==> src/rtl/navic_l1_pkg.sv <==
// navic_l1_pkg: shared constants and state encoding for the NavIC L1 PRN streamer
package navic_l1_pkg;
  localparam int CODE_LEN = 1800;
  localparam int REG_W = 10;
  localparam int CAP_W = 24;
  localparam int IDX_W = 11;
  typedef enum logic {IDLE = 1'b0, RUN = 1'b1} state_t;
endpackage

==> src/rtl/navic_l1_prn_streamer_if.sv <==
// navic_l1_prn_streamer_if: control, seed, symbol handshake and chip output bundle of the PRN streamer
interface navic_l1_prn_streamer_if;
  import navic_l1_pkg::*;
  logic start, stop, chip_en, sym_valid, sym_bit, sym_ready;
  logic [0:REG_W-1] R0_in, R1_in;
  logic chip_out, chip_valid, epoch_start, busy, underrun;
  logic [IDX_W-1:0] chip_idx;
  logic [0:CAP_W-1] first, last;
  modport master(
    output start, stop, R0_in, R1_in, chip_en, sym_valid, sym_bit,
    input sym_ready, chip_out, chip_valid, epoch_start, busy, underrun, chip_idx, first, last
  );
  modport slave(
    input start, stop, R0_in, R1_in, chip_en, sym_valid, sym_bit,
    output sym_ready, chip_out, chip_valid, epoch_start, busy, underrun, chip_idx, first, last
  );
endinterface

==> src/rtl/navic_l1_prn_step.sv <==
// navic_l1_prn_step: one combinational advance of the R0/R1 code registers, bit 0 is the output stage
module navic_l1_prn_step
  import navic_l1_pkg::*;
(
  input  logic [0:REG_W-1] R0,
  input  logic [0:REG_W-1] R1,
  output logic [0:REG_W-1] R0_next,
  output logic [0:REG_W-1] R1_next,
  output logic chip
);
  logic r_pl, s2, fb1;
  assign r_pl = R0[5] ^ R0[2] ^ R0[1] ^ R0[0];
  assign s2 = ((R0[5] ^ R0[2]) & (R0[1] ^ R0[0])) ^ ((R0[5] & R0[2]) ^ (R0[1] & R0[0]));
  assign fb1 = s2 ^ R0[6] ^ R0[3] ^ R0[2] ^ R0[0] ^ R1[5] ^ R1[2] ^ R1[1] ^ R1[0];
  assign R0_next = {R0[1:REG_W-1], r_pl};
  assign R1_next = {R1[1:REG_W-1], fb1};
  assign chip = R1[0];
endmodule

==> src/rtl/navic_l1_prn_streamer.sv <==
// navic_l1_prn_streamer: NavIC L1 PRN chip streamer with per-epoch symbol modulation.
// NAVIC_PRN_CAPTURE_EN adds capture of the first and last 24 code chips of each epoch.
module navic_l1_prn_streamer
  import navic_l1_pkg::*;
(
  input  logic clk,
  input  logic rst,
  navic_l1_prn_streamer_if.slave io
);
  state_t state, state_nx;
  logic [0:REG_W-1] seed0, seed1, r0, r1, r0_nx, r1_nx;
  logic [IDX_W-1:0] idx;
  logic chip, go, adv, xfer, epoch_head, epoch_end, sym_now;
  logic buf_full, buf_bit, cur_sym, under_q, out_q, valid_q, epoch_q;

  navic_l1_prn_step u_step (.R0(r0), .R1(r1), .R0_next(r0_nx), .R1_next(r1_nx), .chip(chip));

  assign go = state == IDLE && io.start && !io.stop;
  assign adv = state == RUN && io.chip_en && !io.stop;
  assign epoch_head = idx == '0;
  assign epoch_end = idx == IDX_W'(CODE_LEN - 1);
  assign xfer = io.sym_valid && io.sym_ready;
  // the symbol for a new epoch modulates its own chip 0
  assign sym_now = epoch_head ? buf_full && buf_bit : cur_sym;

  always_ff @(posedge clk or posedge rst)
    if (rst) state <= IDLE;
    else state <= state_nx;

  always_comb state_nx = io.stop ? IDLE : go ? RUN : state;

  always_comb begin
    io.busy = state == RUN;
    io.sym_ready = state == RUN && !buf_full;
    io.chip_out = out_q;
    io.chip_valid = valid_q;
    io.epoch_start = epoch_q;
    io.underrun = under_q;
    io.chip_idx = idx;
  end

  always_ff @(posedge clk or posedge rst)
    if (rst) begin
      seed0 <= '0;
      seed1 <= '0;
      r0 <= '0;
      r1 <= '0;
      idx <= '0;
      cur_sym <= 1'b0;
      under_q <= 1'b0;
      out_q <= 1'b0;
      valid_q <= 1'b0;
      epoch_q <= 1'b0;
      buf_full <= 1'b0;
      buf_bit <= 1'b0;
    end else begin
      valid_q <= adv;
      epoch_q <= adv && epoch_head;
      if (adv) out_q <= chip ^ sym_now;
      if (go) begin
        seed0 <= io.R0_in;
        seed1 <= io.R1_in;
        r0 <= io.R0_in;
        r1 <= io.R1_in;
        idx <= '0;
        under_q <= 1'b0;
      end else if (adv) begin
        r0 <= epoch_end ? seed0 : r0_nx;
        r1 <= epoch_end ? seed1 : r1_nx;
        idx <= epoch_end ? '0 : idx + 1'b1;
        if (epoch_head) cur_sym <= buf_full && buf_bit;
        if (epoch_head && !buf_full) under_q <= 1'b1;
      end
      buf_full <= !io.stop && (xfer || (buf_full && !(adv && epoch_head)));
      if (xfer) buf_bit <= io.sym_bit;
    end

`ifdef NAVIC_PRN_CAPTURE_EN
  logic [0:CAP_W-2] cap_sh;
  logic [0:CAP_W-1] win, first_q, last_q;
  // win holds the 24 most recent code chips, oldest in bit 0
  assign win = {cap_sh, chip};
  always_ff @(posedge clk or posedge rst)
    if (rst) begin
      cap_sh <= '0;
      first_q <= '0;
      last_q <= '0;
    end else if (adv) begin
      cap_sh <= win[1:CAP_W-1];
      if (idx == IDX_W'(CAP_W - 1)) first_q <= win;
      if (epoch_end) last_q <= win;
    end
  assign io.first = first_q;
  assign io.last = last_q;
`else
  assign io.first = '0;
  assign io.last = '0;
`endif
endmodule

==> src/flat_wrapper.sv <==
// flat-port wrapper written by rule: the top's interface ports become plain ports
module navic_l1_prn_streamer_flat import navic_l1_pkg::*;
  (clk, rst, io_start, io_stop, io_R0_in, io_R1_in, io_chip_en, io_sym_valid, io_sym_bit, io_sym_ready, io_chip_out, io_chip_valid, io_epoch_start, io_busy, io_underrun, io_chip_idx, io_first, io_last);
  navic_l1_prn_streamer_if io_i ();
  input  logic clk;
  input  logic rst;
  input wire logic [$bits(io_i.start)-1:0] io_start;
  input wire logic [$bits(io_i.stop)-1:0] io_stop;
  input wire logic [$bits(io_i.R0_in)-1:0] io_R0_in;
  input wire logic [$bits(io_i.R1_in)-1:0] io_R1_in;
  input wire logic [$bits(io_i.chip_en)-1:0] io_chip_en;
  input wire logic [$bits(io_i.sym_valid)-1:0] io_sym_valid;
  input wire logic [$bits(io_i.sym_bit)-1:0] io_sym_bit;
  output wire logic [$bits(io_i.sym_ready)-1:0] io_sym_ready;
  output wire logic [$bits(io_i.chip_out)-1:0] io_chip_out;
  output wire logic [$bits(io_i.chip_valid)-1:0] io_chip_valid;
  output wire logic [$bits(io_i.epoch_start)-1:0] io_epoch_start;
  output wire logic [$bits(io_i.busy)-1:0] io_busy;
  output wire logic [$bits(io_i.underrun)-1:0] io_underrun;
  output wire logic [$bits(io_i.chip_idx)-1:0] io_chip_idx;
  output wire logic [$bits(io_i.first)-1:0] io_first;
  output wire logic [$bits(io_i.last)-1:0] io_last;
  assign io_i.start = io_start;
  assign io_i.stop = io_stop;
  assign io_i.R0_in = io_R0_in;
  assign io_i.R1_in = io_R1_in;
  assign io_i.chip_en = io_chip_en;
  assign io_i.sym_valid = io_sym_valid;
  assign io_i.sym_bit = io_sym_bit;
  assign io_sym_ready = io_i.sym_ready;
  assign io_chip_out = io_i.chip_out;
  assign io_chip_valid = io_i.chip_valid;
  assign io_epoch_start = io_i.epoch_start;
  assign io_busy = io_i.busy;
  assign io_underrun = io_i.underrun;
  assign io_chip_idx = io_i.chip_idx;
  assign io_first = io_i.first;
  assign io_last = io_i.last;
  navic_l1_prn_streamer u_core (.clk(clk), .rst(rst), .io(io_i));
endmodule
==> config.mk <==
export PLATFORM = sky130hd
export DESIGN_NAME = navic_l1_prn_streamer_flat
export DESIGN_NICKNAME = d
export VERILOG_FILES = /design/src/rtl/navic_l1_pkg.sv /design/src/rtl/navic_l1_prn_streamer_if.sv /design/src/rtl/navic_l1_prn_step.sv /design/src/rtl/navic_l1_prn_streamer.sv /design/src/flat_wrapper.sv
export SDC_FILE = /design/constraint.sdc
export NUM_CORES = 1
export LEC_CHECK = 0
export BUFFER_PORTS_ARGS = -buffer_cell sky130_fd_sc_hd__buf_2
export CAP_MARGIN = 0
export CORE_MARGIN = 10
export CORE_UTILIZATION = 55
export CTS_BUF_LIST = sky130_fd_sc_hd__clkbuf_4
export CTS_CLUSTER_DIAMETER = 50
export DETAILED_ROUTE_END_ITERATION = 7
export PLACE_DENSITY = 0.92
export SLEW_MARGIN = 0
export SYNTH_ARGS = -nofsm -noshare
export SYNTH_HDL_FRONTEND = slang
export SYNTH_HIERARCHICAL = 1
export SYNTH_SLANG_ARGS = --single-unit
export TNS_END_PERCENT = 100
==> constraint.sdc <==
create_clock -name clk -period 2.5 [get_ports clk]
set_input_delay 0.125 -clock clk [delete_from_list [all_inputs] [get_ports clk]]
set_output_delay 0.125 -clock clk [all_outputs]
set_load 0.005 [all_outputs]
==> impl_metrics.yaml, run 1 <==
run_status:
  outcome: "completed"
min_path:
  hp-class: "primary input to async pin"
logic_synthesis:
  yosysMostFrequentCell: "buf_4"
  synth.avg_cell_area_um2: 9.463
  synth_top_area_share_pct: 42.05
  netlist_area_mm2: 0.003511
  ys_seq_elements: 59
  synthFlopType: "dfrtp_1"
  synthArstFlopShare_pct: 100.0
  synth_edf_count: 0
  synth_largest_area_cell: "dfrtp_1"
  ys_types: 42
  yosysWarnings: 6
  ys_seq_area_share_pct: 42.05
  synth_area_leaders: "dfrtp_1 (42%), buf_4 (15%), nand3_1 (6.8%)"
  ys_top_cells_by_count: "buf_4 (69), dfrtp_1 (59), nand3_1 (48)"
  synthCells: 371
critical_path:
  r2r-start: "u_core/io.chip_idx[4]$_DFFE_PP0P_"
  worst_setup_path_start_kind: "register"
  ff2ff_path_depth: 4
  r2r_end: "u_core/io.chip_idx[4]$_DFFE_PP0P_"
  worst-setup-path-type: "register to register"
  r2r_slack_ns: 0.32
  cp.arrival_ns: 2.47
  cp_max_fo: 27
  worstPathRequired_ns: 2.79
  critical_path.endpoint_type: "register"
die:
  dieArea_mm2: 0.009979
  start_util_pct: 55.93
  core_area_mm2: 0.006277
  die_w_um: 99.90
  ios: 92
  fp.dieH_um: 99.90
  num_rows: 29
layout:
  design_area_mm2: 0.003870
  syn2layout_area_growth_pct: 10.23
  layout-drive-gt1-share_pct: 22.25
  fin_nets: 444
  diodes: 0
power_and_ir_drop:
  p_per_area_mw_per_mm2: 755.0
  p_leak_nw: 1.770
  vdd_ir_drop_max_mv: 0.4622
global_routing:
  overflow: 0
  antenna_found_initial: 0
  grt_max_degree: 83
  grt_use_total_pct: 15.34
  first_global_vias: 2736
  grt_pass1_wl_mm: 12.76
placement:
  globalplace.congestion: 0.8250
  port_buffers: 43
  hpwl_mm: 5.349
  dpl_cell_area_mm2: 0.003412
sta:
  fin_setup_tns_ns: 0
  max_freq_mhz: 458.5
  rsz0062_at_grt: "false"
  slew_headroom_pct: 49.82
  finalCriticalPeriod_ns: 2.181
  hold_ws_ns: 0.1759
  worst-slew-pin-transition_ns: 0.7527
  finalCritPeriodShare_pct: 87.24
  finClkSkew_ns: 0.01302
  hold_viol: 0
  report.final.slew_viol_count: 0
  setup_violations: 0
clock_tree:
  clkSlewWorstSetupHoldPaths_ns: 0.10
  clk_latency_ns: 0.40
  cts_buffers: 9
  cts_root_buf: "clkbuf_4"
  cts.path.max_buffers: 2
  cts.sink_count: 59
  cts_tree: "done"
  htree_levels: 3
routing:
  vias: 2676
  first_pass_iters: 4
  antenna_left: 0
  wl_per_cell_um: 15.27
  viasPerCell: 5.406
  route.detailed.drc: 0
  drt_wl_total_mm: 7.560
  first_iter_violations: 218
job:
  maxCapViolations: 0
-- metal layers --
metal / GRT usage [%] / share of wire (%)
met1: 16.90 / 38
met2: 25.68 / 51
met3: 5.907 / 8.8
met4: 6.725 / 2.2
met5: 0 / 0
-- kinds of logic after synthesis --
family | share of synthesized area (%)
and+or+nand+nor | 15.97
buffers and inverters | 18.64
AOI/OAI and AO/OA | 11.15
DFF | 42.05
adders and majority gates | 1.426
muxes | 7.021
xor gates and xnor gates | 3.635
other | 0.1068
-- report_power, final --
part           switching [mW]  internal, mW  total [mW]
logic                   0.317         0.380       0.696
clock network           0.342         0.629       0.971
registers               0.128          1.13        1.25
-- layout make-up --
type                            count  area (um^2)
Fill cell                         539         2407
Clock buffer                       11        82.58
Inverter                            5        18.77
Timing Repair Buffer               74        510.5
Multi-Input combinational cell    264         1560
Sequential cell                    59         1476
Clock inverter                      5        125.1
Tap cell                           77        96.34
-- sequential cells by signal, summed over array words and instances (netlist names) --
| signal | flops |
|---|---|
| u_core/io.chip_idx | 11 |
| u_core/r0 | 10 |
| u_core/r1 | 10 |
| u_core/seed0 | 10 |
| u_core/seed1 | 10 |
| u_core/buf_bit | 1 |
| u_core/buf_full | 1 |
| u_core/cur_sym | 1 |
| u_core/io.busy | 1 |
| u_core/io.chip_out | 1 |
| u_core/io.chip_valid | 1 |
| u_core/io.epoch_start | 1 |
| u_core/io.underrun | 1 |
-- worst max-delay path by stage --
stage	cells after the start	endpoint	from
final	4	u_core/io.chip_idx[4]$_DFFE_PP0P_	u_core/io.chip_idx[4]$_DFFE_PP0P_
after global placement	4	u_core/io.chip_idx[4]$_DFFE_PP0P_	u_core/io.chip_idx[4]$_DFFE_PP0P_
after CTS	4	u_core/io.chip_idx[4]$_DFFE_PP0P_	u_core/io.chip_idx[5]$_DFFE_PP0P_
after floorplan	6	u_core/r0[7]$_DFFE_PP0P_	u_core/io.chip_idx[4]$_DFFE_PP0P_
after detailed placement	4	u_core/io.chip_idx[4]$_DFFE_PP0P_	u_core/io.chip_idx[5]$_DFFE_PP0P_
after global routing	4	u_core/io.chip_idx[4]$_DFFE_PP0P_	u_core/io.chip_idx[5]$_DFFE_PP0P_
-- timing repair --
action / 4_1_cts / 5_1_grt
endpoints found under the hold margin: 53 / 0
hold buffers: 25 / 0
setup buffers: 0 / 0
resized for setup: 0 / 0
-- cell usage in the layout, fill, tap and decap left out, drive strengths merged --
cell,count
nand4bb,1
mux2,21
o21a,1
xnor3,1
nor2b,1
conb,48
nand2,16
a31oi,29
or4,2
a41oi,1
a221o,1
dfrtp,59
o21ai,27
a311o,1
ha,4
nor3,2
clkinv,1
or2,1
nand3,49
a21oi,3
clkbuf,11
inv,5
bufinv,4
o31ai,1
mux2i,1
nor2,28
nor4b,1
dlygate4sd3,25
a21o,1
nand2b,1
nand3b,1
nand4,1
nor3b,1
nor4,3
xnor2,12
or3,3
a32oi,1
buf,49
-- worst max-delay path, cell delays in order, from the launching register on --
cell and delay, ns:
dfrtp_1 0.45, or4_4 0.60, or4_4 0.71, a31oi_1 0.21, mux2i_1 0.10
-- through the flow --
stage	instances	total power [mW]	utilization, %	setup slack, ns
finish	495	2.922	61.65	0.3190
floorplan	418	2.014	-	0.4615
CTS	495	2.942	61.65	0.3384
detailed placement	454	1.936	54.36	0.3515
global route	495	3.080	61.65	0.2416
global placement	454	1.888	54.36	0.4130
(Power assumes the default switching activity.)
==> inputs of run 2 (changes only) <==
--- a/config.mk
+++ b/config.mk
@@ -8,11 +8,12 @@
 export BUFFER_PORTS_ARGS = -buffer_cell sky130_fd_sc_hd__buf_2
 export CAP_MARGIN = 0
 export CORE_MARGIN = 10
-export CORE_UTILIZATION = 55
+export CORE_UTILIZATION = 59
 export CTS_BUF_LIST = sky130_fd_sc_hd__clkbuf_4
 export CTS_CLUSTER_DIAMETER = 50
+export CTS_CLUSTER_SIZE = 28
 export DETAILED_ROUTE_END_ITERATION = 7
-export PLACE_DENSITY = 0.92
+export PLACE_DENSITY = 0.95
 export SLEW_MARGIN = 0
 export SYNTH_ARGS = -nofsm -noshare
 export SYNTH_HDL_FRONTEND = slang
==> constraint.sdc (replaced) <==
create_clock -name clk -period 2.7 [get_ports clk]
set_input_delay 0.135 -clock clk [delete_from_list [all_inputs] [get_ports clk]]
set_output_delay 0.135 -clock clk [all_outputs]
set_load 0.005 [all_outputs]
==> impl_metrics.yaml, run 2 (synthesis gave the netlist of run 1 again) <==
routing:
  antenna_left: 0
  route.detailed.drc: 0
  first_iter_violations: 178
  viasPerCell: 5.449
  drt_wl_total_mm: 7.732
  wl_per_cell_um: 15.72
  first_pass_iters: 5
  vias: 2681
clock_tree:
  cts_buffers: 9
  htree_levels: 3
  postCtsSetupBuffers: 0
  cts_root_buf: "clkbuf_4"
  cts_tree: "done"
  cts.path.max_buffers: 2
  cts.sink_count: 59
  clkSlewWorstSetupHoldPaths_ns: 0.09
  cts_resized: 0
  clk_latency_ns: 0.40
power_and_ir_drop:
  switching_share_pct: 30.95
  p_seq_share_pct: 49.9
  p_leak_nw: 1.719
  power_mw: 2.328
  p_int_mw: 1.608
  power.share.clock_pct: 22.2
  p_switching_mw: 0.7206
  p_per_area_mw_per_mm2: 619.7
  power.share.combinational_pct: 27.9
  vdd_ir_drop_max_mv: 0.4234
sta:
  finClkSkew_ns: 0.008359
  finalCriticalPeriod_ns: 2.166
  fin_setup_tns_ns: 0
  slew_headroom_pct: 50.82
  report.final.slew_viol_count: 0
  finalCritPeriodShare_pct: 80.23
  max_freq_mhz: 461.6
  setup_violations: 0
  worst_slack_ns: 0.5338
  worst-slew-pin-transition_ns: 0.7378
  hold_viol: 0
  rsz0062_at_grt: "false"
layout:
  final_cell_count_no_fill: 492
  layout-drive-gt1-share_pct: 21.82
  fillCellCount: 501
  final-seq-area_mm2: 0.001476
  syn2layout_area_growth_pct: 7.021
  fin_nets: 443
  most-common-layout-cells: "dfrtp_1 (59), nand3_1 (48), conb_1 (48)"
  final_common_cell: "dfrtp_1"
  diodes: 0
  multi_input_area_mm2: 0.001560
  largest_register_ff_count: 11
die:
  ios: 92
  fp.dieH_um: 97.14
  start_util_pct: 60.01
  die_w_um: 97.14
  num_rows: 28
  dieArea_mm2: 0.009436
  core_area_mm2: 0.005851
placement:
  pre_cts_ws_ns: 0.5704
  hpwl_mm: 5.289
  port_buffers: 43
  globalplace.congestion: 0.9243
  post-place-cells: 452
run_status:
  outcome: "completed"
global_routing:
  grt_pass1_wl_mm: 13.43
  first_global_vias: 2767
  grt_use_total_pct: 16.62
  antenna_found_initial: 0
  grt_max_degree: 83
  overflow: 0
critical_path:
  r2r_slack_ns: 0.53
  cp.arrival_ns: 2.43
  cp_cell_sequence: "or4_4, or4_4, a31oi_1, a31oi_1"
  cp_max_fo: 27
  crit_buf_inv: 0
  r2r-start: "u_core/io.chip_idx[4]$_DFFE_PP0P_"
  worst_path_max_delay_cell: "or4_4"
  critical_path.endpoint_type: "register"
  ff2ff_path_depth: 4
  cp.depth: 4
  worst-setup-path-type: "register to register"
  path_delay_family: "simple AND/OR/NAND/NOR gates"
  worst_setup_path_start_kind: "register"
  r2r_end: "u_core/io.chip_idx[3]$_DFFE_PP0P_"
  worstPathRequired_ns: 2.96
  critical-path-max-stage-delay_ns: 0.71
min_path:
  worst_hold_path.endpoint: "u_core/buf_full$_DFF_PP0_"
  hp-class: "primary input to register"
  min-delay-start: "io_sym_valid"
  holdPathStages: 3
job:
  maxCapViolations: 0
-- run 2: cell types whose count changed in the layout (fill, tap and decap cells not counted) --
cell           before  now
bufinv_16           4    0
clkinv_1            0    2
clkbuf_4           11   12
clkinv_2            1    2
dlygate4sd3_1      25   24
-- run 2: through the flow --
stage / area, um^2 / hold WS (ns) / util [%]
finish: 3757 / 0.02346 / 64.22
global route: 3757 / 0.02820 / 64.22
global placement: 3410 / 0.2290 / 58.28
CTS: 3757 / 0.0002848 / 64.22
detailed placement: 3410 / 0.2434 / 58.28
floorplan: 3687 / 0.1981 / -
-- run 2: worst max-delay path by stage --
stage                                                 start                                end  slack, ns
after floorplan           u_core/io.chip_idx[4]$_DFFE_PP0P_           u_core/r0[7]$_DFFE_PP0P_       0.66
after global placement    u_core/io.chip_idx[5]$_DFFE_PP0P_  u_core/io.chip_idx[4]$_DFFE_PP0P_       0.61
after detailed placement  u_core/io.chip_idx[4]$_DFFE_PP0P_  u_core/io.chip_idx[3]$_DFFE_PP0P_       0.57
after CTS                 u_core/io.chip_idx[4]$_DFFE_PP0P_  u_core/io.chip_idx[3]$_DFFE_PP0P_       0.54
after global routing      u_core/io.chip_idx[5]$_DFFE_PP0P_  u_core/io.chip_idx[3]$_DFFE_PP0P_       0.47
final                     u_core/io.chip_idx[4]$_DFFE_PP0P_  u_core/io.chip_idx[3]$_DFFE_PP0P_       0.53
-- run 2: what timing repair did --
action | 4_1_cts | 5_1_grt
endpoints found under the hold margin | 49 | 0
hold buffers | 24 | 0
setup endpoints to repair | 0 | 0
-- run 2: power groups by stage --
| stage | logic [mW] | registers [mW] | clock network (mW) |
|---|---|---|---|
| final | 0.650 | 1.16 | 0.517 |
| after global placement | 0.586 | 1.16 | 0 |
| after global routing | 0.723 | 1.18 | 0.570 |
| after CTS | 0.646 | 1.16 | 0.533 |
| after floorplan | 0.721 | 1.14 | 0 |
| after detailed placement | 0.617 | 1.18 | 0 |
-- run 2: cell type report --
cell class	count	area share (%)
Multi-Input combinational cell	264	41.53
Sequential cell	59	39.29
Timing Repair Buffer	73	13.32
Tap cell	75	2.498
Clock buffer	12	2.398
Inverter	5	0.4995
Clock inverter	4	0.4662
-- run 2: worst register-to-register path: cells and delay by family, from the launching register on --
family / cells / cell delay (ns)
flops: 1 / 0.45
compound gates: 2 / 0.27
simple gates: 2 / 1.32
-- run 2: metal layers --
metal / global-route usage, % / wire [um] / up-vias / share of wire, %
li1: - / - / 1276 / -
met1: 19.25 / 3053 / 1279 / 39
met2: 27.26 / 3916 / 119 / 51
met3: 6.686 / 684 / 7 / 8.8
met4: 5.562 / 77 / 0 / 1.0
met5: 0 / 0 / - / 0
